[config.mk]
export PLATFORM = sky130hd
export DESIGN_NAME = alu_serial_ctrl
export DESIGN_NICKNAME = d
export VERILOG_FILES = /design/src/rtl/alu_pkg.sv /design/src/rtl/alu_bit_slice.sv /design/src/rtl/alu_serial_ctrl.sv
export SDC_FILE = /design/constraint.sdc
export NUM_CORES = 1
export LEC_CHECK = 0
export ABC_AREA = 1
export CAP_MARGIN = 20
export CORE_UTILIZATION = 54
export CTS_CLUSTER_SIZE = 30
export DETAILED_ROUTE_END_ITERATION = 8
export PLACE_DENSITY = 0.87
export SLEW_MARGIN = 10
export SYNTH_ARGS = -nofsm -noshare
export SYNTH_HDL_FRONTEND = slang
export SYNTH_SLANG_ARGS = --single-unit
export TNS_END_PERCENT = 50
[constraint.sdc]
create_clock -name clk -period 4.94 [get_ports clk]
set_clock_uncertainty 0.2 [all_clocks]
set_input_delay 1.235 -clock clk [delete_from_list [all_inputs] [get_ports clk]]
set_output_delay 1.235 -clock clk [all_outputs]
set_load 0.005 [all_outputs]
[src/rtl/alu_pkg.sv]
// rtl/alu_pkg.sv - funct codes, FSM state encoding and decode helpers for the serial ALU
package alu_pkg;

    localparam logic [5:0] FUNCT_AND = 6'b100100;
    localparam logic [5:0] FUNCT_OR  = 6'b100101;
    localparam logic [5:0] FUNCT_ADD = 6'b100000;
    localparam logic [5:0] FUNCT_SUB = 6'b100010;
    localparam logic [5:0] FUNCT_SLT = 6'b101010;

    typedef enum logic [1:0] {
        IDLE = 2'd0,
        RUN  = 2'd1,
        DONE = 2'd2
    } state_e;

    // SLT is a subtract underneath, so it shares B inversion and carry-in of 1.
    function automatic logic is_sub_like(input logic [5:0] f);
        return (f == FUNCT_SUB) || (f == FUNCT_SLT);
    endfunction

    function automatic logic is_supported(input logic [5:0] f);
        return (f == FUNCT_AND) || (f == FUNCT_OR) || (f == FUNCT_ADD) ||
               (f == FUNCT_SUB) || (f == FUNCT_SLT);
    endfunction

endpackage

[src/rtl/alu_bit_slice.sv]
// rtl/alu_bit_slice.sv - combinational 1-bit AND/OR/ADD/SUB slice
module alu_bit_slice
    import alu_pkg::*;
(
    input  logic       a,
    input  logic       b,
    input  logic       cin,
    input  logic [5:0] funct,
    output logic       out,
    output logic       cout
);

    logic bb;

    always_comb begin
        bb   = b ^ is_sub_like(funct);
        cout = (a & bb) | (a & cin) | (bb & cin);
        case (funct)
            FUNCT_AND: out = a & b;
            FUNCT_OR:  out = a | b;
            FUNCT_ADD,
            FUNCT_SUB,
            FUNCT_SLT: out = a ^ bb ^ cin;
            default:   out = 1'b0;
        endcase
    end

endmodule

[src/rtl/alu_serial_ctrl.sv]
// rtl/alu_serial_ctrl.sv - bit-serial ALU sequencer, LSB first, one op per WIDTH+2 cycles
// Optional zero flag enabled by defining ALU_SERIAL_ZERO_FLAG_EN.
module alu_serial_ctrl
    import alu_pkg::*;
#(
    parameter int WIDTH = 32
) (
    input  logic             clk,
    input  logic             reset,
    input  logic             start,
    input  logic [5:0]       funct,
    input  logic [WIDTH-1:0] dataA,
    input  logic [WIDTH-1:0] dataB,
    output logic             busy,
    output logic             done,
    output logic [WIDTH-1:0] result,
    output logic             bad_op
`ifdef ALU_SERIAL_ZERO_FLAG_EN
    ,
    output logic             zero
`endif
);

    localparam int CNT_W = $clog2(WIDTH);

    state_e             state_q, state_d;
    logic [WIDTH-1:0]   a_q, a_d, b_q, b_d, result_q, result_d;
    logic [5:0]         funct_q, funct_d;
    logic               carry_q, carry_d, bad_op_q, bad_op_d;
    logic [CNT_W-1:0]   cnt_q, cnt_d;
    logic               s_out, s_cout, last_bit, slt_lt;
`ifdef ALU_SERIAL_ZERO_FLAG_EN
    logic               nz_q, nz_d, zero_q, zero_d;
`endif

    alu_bit_slice u_slice (
        .a     (a_q[0]),
        .b     (b_q[0]),
        .cin   (carry_q),
        .funct (funct_q),
        .out   (s_out),
        .cout  (s_cout)
    );

    assign last_bit = (cnt_q == CNT_W'(WIDTH - 1));
    // Signed less-than: sign of difference corrected by MSB overflow.
    assign slt_lt   = s_out ^ (carry_q ^ s_cout);

    always_ff @(posedge clk) begin
        if (reset) begin
            state_q  <= IDLE;
            a_q      <= '0;
            b_q      <= '0;
            funct_q  <= '0;
            carry_q  <= 1'b0;
            cnt_q    <= '0;
            result_q <= '0;
            bad_op_q <= 1'b0;
`ifdef ALU_SERIAL_ZERO_FLAG_EN
            nz_q     <= 1'b0;
            zero_q   <= 1'b0;
`endif
        end else begin
            state_q  <= state_d;
            a_q      <= a_d;
            b_q      <= b_d;
            funct_q  <= funct_d;
            carry_q  <= carry_d;
            cnt_q    <= cnt_d;
            result_q <= result_d;
            bad_op_q <= bad_op_d;
`ifdef ALU_SERIAL_ZERO_FLAG_EN
            nz_q     <= nz_d;
            zero_q   <= zero_d;
`endif
        end
    end

    always_comb begin
        state_d = state_q;
        case (state_q)
            IDLE:    if (start) state_d = RUN;
            RUN:     if (last_bit) state_d = DONE;
            DONE:    state_d = IDLE;
            default: state_d = IDLE;
        endcase
    end

    always_comb begin
        a_d      = a_q;
        b_d      = b_q;
        funct_d  = funct_q;
        carry_d  = carry_q;
        cnt_d    = cnt_q;
        result_d = result_q;
        bad_op_d = bad_op_q;
`ifdef ALU_SERIAL_ZERO_FLAG_EN
        nz_d     = nz_q;
        zero_d   = zero_q;
`endif
        if (state_q == IDLE && start) begin
            a_d      = dataA;
            b_d      = dataB;
            funct_d  = funct;
            carry_d  = is_sub_like(funct);
            cnt_d    = '0;
            bad_op_d = !is_supported(funct);
`ifdef ALU_SERIAL_ZERO_FLAG_EN
            nz_d     = 1'b0;
`endif
        end else if (state_q == RUN) begin
            a_d      = a_q >> 1;
            b_d      = b_q >> 1;
            carry_d  = s_cout;
            cnt_d    = cnt_q + CNT_W'(1);
            result_d = {s_out, result_q[WIDTH-1:1]};
`ifdef ALU_SERIAL_ZERO_FLAG_EN
            nz_d     = nz_q | s_out;
`endif
            if (last_bit) begin
                if (bad_op_q)
                    result_d = '0;
                else if (funct_q == FUNCT_SLT)
                    result_d = {{(WIDTH-1){1'b0}}, slt_lt};
`ifdef ALU_SERIAL_ZERO_FLAG_EN
                if (bad_op_q)
                    zero_d = 1'b1;
                else if (funct_q == FUNCT_SLT)
                    zero_d = !slt_lt;
                else
                    zero_d = !(nz_q | s_out);
`endif
            end
        end
    end

    always_comb begin
        busy = (state_q == RUN) || (state_q == DONE);
        done = (state_q == DONE);
    end

    assign result = result_q;
    assign bad_op = bad_op_q;
`ifdef ALU_SERIAL_ZERO_FLAG_EN
    assign zero   = zero_q;
`endif

endmodule

==> impl_metrics.json, run 1 <==
{
  "synthTopCellsByArea": "dfxtp_1 (48%), nand2_1 (16%), a31oi_1 (7.9%)",
  "post_cts_buffers": 0,
  "min_period_ns": 3.01,
  "route.vias.total": 4406,
  "synth_most_common_cell": "nand2_1",
  "h-tree-depth": 3,
  "dp_hpwl_um": 6870,
  "utilization_pct": 70.9,
  "crit_family": "buffers and inverters",
  "drc": 0,
  "die_y_um": 95.0,
  "avgSynthCellArea_um2": 7.63,
  "cp-end-kind": "output pin",
  "viasPerCell": 5.51,
  "timing.final.crit_share_pct": 60.9,
  "syn2layout_area_growth_pct": 26.0,
  "relSlewSlack_pct": 33.8,
  "worstPathCellList": "inv_1, ha_1, clkdlybuf4s50_1",
  "grtUsageTotal_pct": 25.4,
  "finalPower_mw": 2.54,
  "fin_ws_ns": 1.93,
  "drt_iter0_drc": 286,
  "synthArstFlopShare_pct": 0,
  "yosys.area.top_type": "dfxtp_1",
  "cts_resized": 0,
  "crit_buf_inv": 2,
  "place_congestion": 0.827,
  "rows": 33,
  "clk_path_buf_depth": 2,
  "layout-drive-gt1-share_pct": 7.35,
  "setup_tns_ns": 0,
  "critical_path_class": "reg -> out",
  "cp_slowest_cell": "clkdlybuf4s50_1",
  "antenna_cells": 0,
  "final_cells": 799,
  "hold_viol": 0,
  "cp_max_fo": 4,
  "top_level_ports": 108,
  "start_util_pct": 56.2,
  "fin_nets": 769,
  "start_kind": "flop",
  "grt_max_degree": 95,
  "tritoncts": "built",
  "die_area_um2": 9020,
  "hold_path.class": "reg -> reg",
  "setup_viol_count_final": 0,
  "clock-sinks": 111,
  "rsz0062_at_grt": "no",
  "synth_edf_count": 0,
  "fmax_mhz": 333,
  "cts_buffers": 9,
  "cp.required_ns": 3.50,
  "max_stage_delay_ns": 0.49,
  "port_buffers": 107,
  "antenna_found_initial": 0,
  "yosysUniqueCellTypes": 31,
  "wire_per_inst_um": 13.3,
  "p_per_area_nw_per_um2": 433,
  "n_fill_cell": 646,
  "path_clk_slew_ns": 0.10,
  "wl_um": 10600,
  "synth_top_area_share_pct": 47.6,
  "seq_area_frac_synth_pct": 47.6,
  "syn-num-nets": 692,
  "grt-ovfl-total": 0,
  "status": "complete, no violations",
  "die_w_um": 95.0,
  "synthCells": 612,
  "grt_pass1_vias": 4048,
  "worstMarginPinSlew_ns": 0.993,
  "critPathArrivalTime_ns": 1.57,
  "drtAntennaViolNets": 0,
  "coreArea_um2": 8300,
  "ys_warn_count": 0,
  "place_inst": 783,
  "peakVddDrop_uv": 196,
  "synth_common_cells": "nand2_1 (201), dfxtp_1 (111), nand3_1 (66), a31oi_1 (59), a21oi_1 (42)",
  "slew_violations": 0,
  "root_buffer": "clkbuf_8",
  "clock_latency_ns": 0.36,
  "dr_wl_met3_um": 670,
  "hold_buffers": 0,
  "p_leak_nw": 2.01,
  "synth_top_flop_cell": "dfxtp_1",
  "dr_wl_met2_um": 5160,
  "netlist_area_um2": 4670,
  "grt_first_pass_wirelength_um": 18200,
  "post-place-ws_ns": 1.74,
  "top_layer": "met4",
  "ys_ff_latch": 111,
  "max_cap_viol_count": 0,
  "met1_length_um": 4610,
  "firstDrtPassIters": 5
}
## logic make-up after synthesis
family	Yosys count	share of synthesized area, %
compound gates	129	16.7
xor+xnor	3	0.563
fa+ha+maj	7	2.04
buf+inv	68	6.60
flops	111	47.6
simple gates	294	26.5
## cell type report
cell class	count	area [um2]	share of cell area [%]
tap	105	131	2.23
sequential	111	2220	37.8
inverter	21	78.8	1.34
clock buffer	9	124	2.11
clock inverter	7	70.1	1.19
multi-input combinational	433	2140	36.4
timing repair buffer	113	1110	18.9
## placed cells by master, fill, tap and decap left out, types with 3 or more instances in the layout
cell type / n
a31oi_1: 59
nand2_2: 11
clkdlybuf4s50_1: 106
dfxtp_1: 111
nor2_1: 9
buf_4: 7
nand3_1: 66
inv_1: 19
clkbuf_8: 9
a21oi_2: 10
o21ai_0: 14
nand2_1: 200
clkinv_2: 3
a21oi_1: 42
ha_1: 5
## state kept, by name, indices dropped and copies added (netlist names)
name,flops
a_q,32
cnt_q,5
result,32
state_q,2
carry_q,1
funct_q,6
bad_op,1
b_q,32
## through the flow
stage          hold WS [ns]  instance area, um2
2_1_floorplan         0.229                4670
3_3_place_gp          0.241                5690
3_5_place_dp          0.254                5690
4_1_cts               0.268                5880
5_1_grt               0.295                5880
6_report              0.269                5880
## report_power, final
| group | switching, mW | internal, mW | total [mW] |
|---|---|---|---|
| Combinational | 0.580 | 0.280 | 0.860 |
| Clock | 0.307 | 0.236 | 0.542 |
| Sequential | 0.0931 | 1.05 | 1.14 |
| Total | 0.980 | 1.56 | 2.54 |
## tightest hold or removal path, cell delays in order, from the launching register on
cell	delay, ns
dfxtp_1	0.32
nand2_1	0.06
a21oi_1	0.05
## worst paths after layout
kind                            slack (ns)  cells after the start                     from              endpoint
worst min register to register        0.27                      2     a_q[31]$_SDFFE_PP0P_  a_q[31]$_SDFFE_PP0P_
worst min-delay path                  0.27                      2     a_q[31]$_SDFFE_PP0P_  a_q[31]$_SDFFE_PP0P_
worst max-delay path                  1.93                      3  state_q[1]$_SDFFE_PP0P_                  busy
worst max register to register        2.48                      7  state_q[1]$_SDFFE_PP0P_  b_q[11]$_SDFFE_PP0P_
## metal layers
metal | track usage [%] | up-vias
met1 | 31.3 | 2020
li1 | - | 2204
met2 | 43.0 | 163
met3 | 6.52 | 19
met5 | 0 | -
met4 | 8.33 | 0
No activity file was read; power rests on OpenSTA's default activity.
==> run 2: changes to the inputs <==
--- a/config.mk
+++ b/config.mk
@@ -7,10 +7,10 @@
 export LEC_CHECK = 0
 export ABC_AREA = 1
 export CAP_MARGIN = 20
-export CORE_UTILIZATION = 54
+export CORE_UTILIZATION = 50
 export CTS_CLUSTER_SIZE = 30
 export DETAILED_ROUTE_END_ITERATION = 8
-export PLACE_DENSITY = 0.87
+export PLACE_DENSITY = 0.82
 export SLEW_MARGIN = 10
 export SYNTH_ARGS = -nofsm -noshare
 export SYNTH_HDL_FRONTEND = slang
==> constraint.sdc (replaced) <==
create_clock -name clk -period 2.99 [get_ports clk]
set_clock_uncertainty 0.2 [all_clocks]
set_input_delay 0.7475 -clock clk [delete_from_list [all_inputs] [get_ports clk]]
set_output_delay 0.7475 -clock clk [all_outputs]
set_load 0.005 [all_outputs]
==> impl_metrics.json, run 2 (synthesis gave the netlist of run 1 again) <==
{
  "layout_commonest_cell": "nand2_1",
  "power.share.switching_pct": 38.5,
  "cts_buffers": 9,
  "rsz0062_at_grt": "no",
  "slew_violations": 0,
  "power_switching_mw": 1.60,
  "internal_power_mw": 2.55,
  "worstReg2RegEnd": "result[20]$_SDFFE_PP0P_",
  "cts_resized": 0,
  "drt_iter0_drc": 237,
  "grt_first_pass_wirelength_um": 17800,
  "dp_hpwl_um": 7080,
  "h-tree-depth": 3,
  "drc": 0,
  "path_clk_slew_ns": 0.10,
  "n_fill_cell": 761,
  "r2r-start": "state_q[1]$_SDFFE_PP0P_",
  "grt_max_degree": 95,
  "clock-sinks": 111,
  "dpl_cell_area_um2": 5710,
  "cp-end-kind": "flop",
  "comb_power_share_pct": 34.7,
  "drtAntennaViolNets": 0,
  "p_per_area_nw_per_um2": 704,
  "place_congestion": 0.803,
  "setup_viol_count_final": 0,
  "peakVddDrop_uv": 334,
  "wl_um": 10500,
  "min_period_ns": 2.53,
  "die_area_um2": 9720,
  "wire_per_inst_um": 13.0,
  "clkPwrFrac_pct": 19.9,
  "start_kind": "flop",
  "hold_buffers": 0,
  "final_cell_mix": "nand2_1 (200), dfxtp_1 (111), clkdlybuf4s50_1 (106)",
  "critical_path_class": "reg -> reg",
  "tritoncts": "built",
  "antenna_found_initial": 0,
  "hp-start": "funct_q[4]$_SDFFE_PP0P_",
  "viasPerCell": 5.46,
  "rows": 34,
  "grtUsageTotal_pct": 22.1,
  "start_util_pct": 52.5,
  "finish.instance_area_um2": 5890,
  "grt-ovfl-total": 0,
  "utilization_pct": 66.2,
  "top_level_ports": 108,
  "fin_nets": 771,
  "syn2layout_area_growth_pct": 26.2,
  "hold_viol": 0,
  "power_frac_seq_pct": 45.4,
  "grt_pass1_vias": 4117,
  "setup_tns_ns": 0,
  "layout-drive-gt1-share_pct": 7.47,
  "die_w_um": 98.6,
  "hold_depth": 2,
  "firstDrtPassIters": 5,
  "clk_path_buf_depth": 2,
  "cp.required_ns": 3.08,
  "status": "complete, no violations",
  "port_buffers": 107,
  "multiInputGateArea_um2": 2140,
  "die_y_um": 98.6,
  "timing.final.crit_share_pct": 84.6,
  "reg2reg_depth": 8,
  "p_leak_nw": 2.01,
  "critPathArrivalTime_ns": 2.62,
  "final_cells": 804,
  "relSlewSlack_pct": 32.1,
  "regArea_um2": 2220,
  "post_cts_buffers": 0,
  "clock_latency_ns": 0.37,
  "fmax_mhz": 395,
  "cp_max_fo": 27,
  "antenna_cells": 0,
  "holdPathEnd": "funct_q[4]$_SDFFE_PP0P_",
  "route.vias.total": 4391,
  "coreArea_um2": 8890,
  "place_inst": 788,
  "root_buffer": "clkbuf_8",
  "max_cap_viol_count": 0,
  "hold_path.class": "reg -> reg",
  "worstMarginPinSlew_ns": 1.02,
  "r2r_slack_ns": 0.46
}
run 2: worst max path at each step:
stage / to / from / slack, ns
CTS: result[20]$_SDFFE_PP0P_ / state_q[1]$_SDFFE_PP0P_ / 0.45
floorplan: result[0]$_SDFFE_PP0P_ / funct_q[1]$_SDFFE_PP0P_ / 1.00
finish: result[20]$_SDFFE_PP0P_ / state_q[1]$_SDFFE_PP0P_ / 0.46
global route: result[20]$_SDFFE_PP0P_ / state_q[1]$_SDFFE_PP0P_ / 0.22
global placement: b_q[12]$_SDFFE_PP0P_ / start / 0.18
detailed placement: b_q[19]$_SDFFE_PP0P_ / start / 0.09
run 2: layout make-up:
class	count	share of cell area, %
Multi-Input combinational cell	433	36.4
Timing Repair Buffer	115	19.2
Tap cell	108	2.29
Clock inverter	5	0.680
Sequential cell	111	37.7
Clock buffer	11	2.40
Inverter	21	1.34
run 2: through the flow:
stage	power, mW	hold slack (ns)	setup WS (ns)
floorplan	3.01	0.229	1.00
global placement	3.29	0.241	0.178
detailed placement	3.35	0.247	0.0944
CTS	4.17	0.262	0.452
global route	4.43	0.283	0.222
finish	4.14	0.261	0.460
run 2: layer usage:
metal	up-vias	track usage, %	part of all wire (%)
met1	2035	26.3	44
li1	2210	-	-
met2	135	40.5	50
met4	0	5.97	0.92
met5	-	0	0
met3	11	4.40	5.5
run 2: power groups by stage:
stage | clock, mW | sequential [mW] | combinational (mW)
finish | 0.826 | 1.88 | 1.44
global route | 0.898 | 1.92 | 1.61
CTS | 0.846 | 1.88 | 1.45
detailed placement | 0 | 1.91 | 1.44
global placement | 0 | 1.90 | 1.39
floorplan | 0 | 1.87 | 1.14
run 2: critical path, stage by stage, from the launching register on:
cell	delay [ns]
dfxtp_1	0.33
inv_1	0.11
ha_2	0.25
buf_4	0.30
inv_2	0.10
o31ai_4	0.58
buf_4	0.36
nand2_1	0.09
a21oi_1	0.12
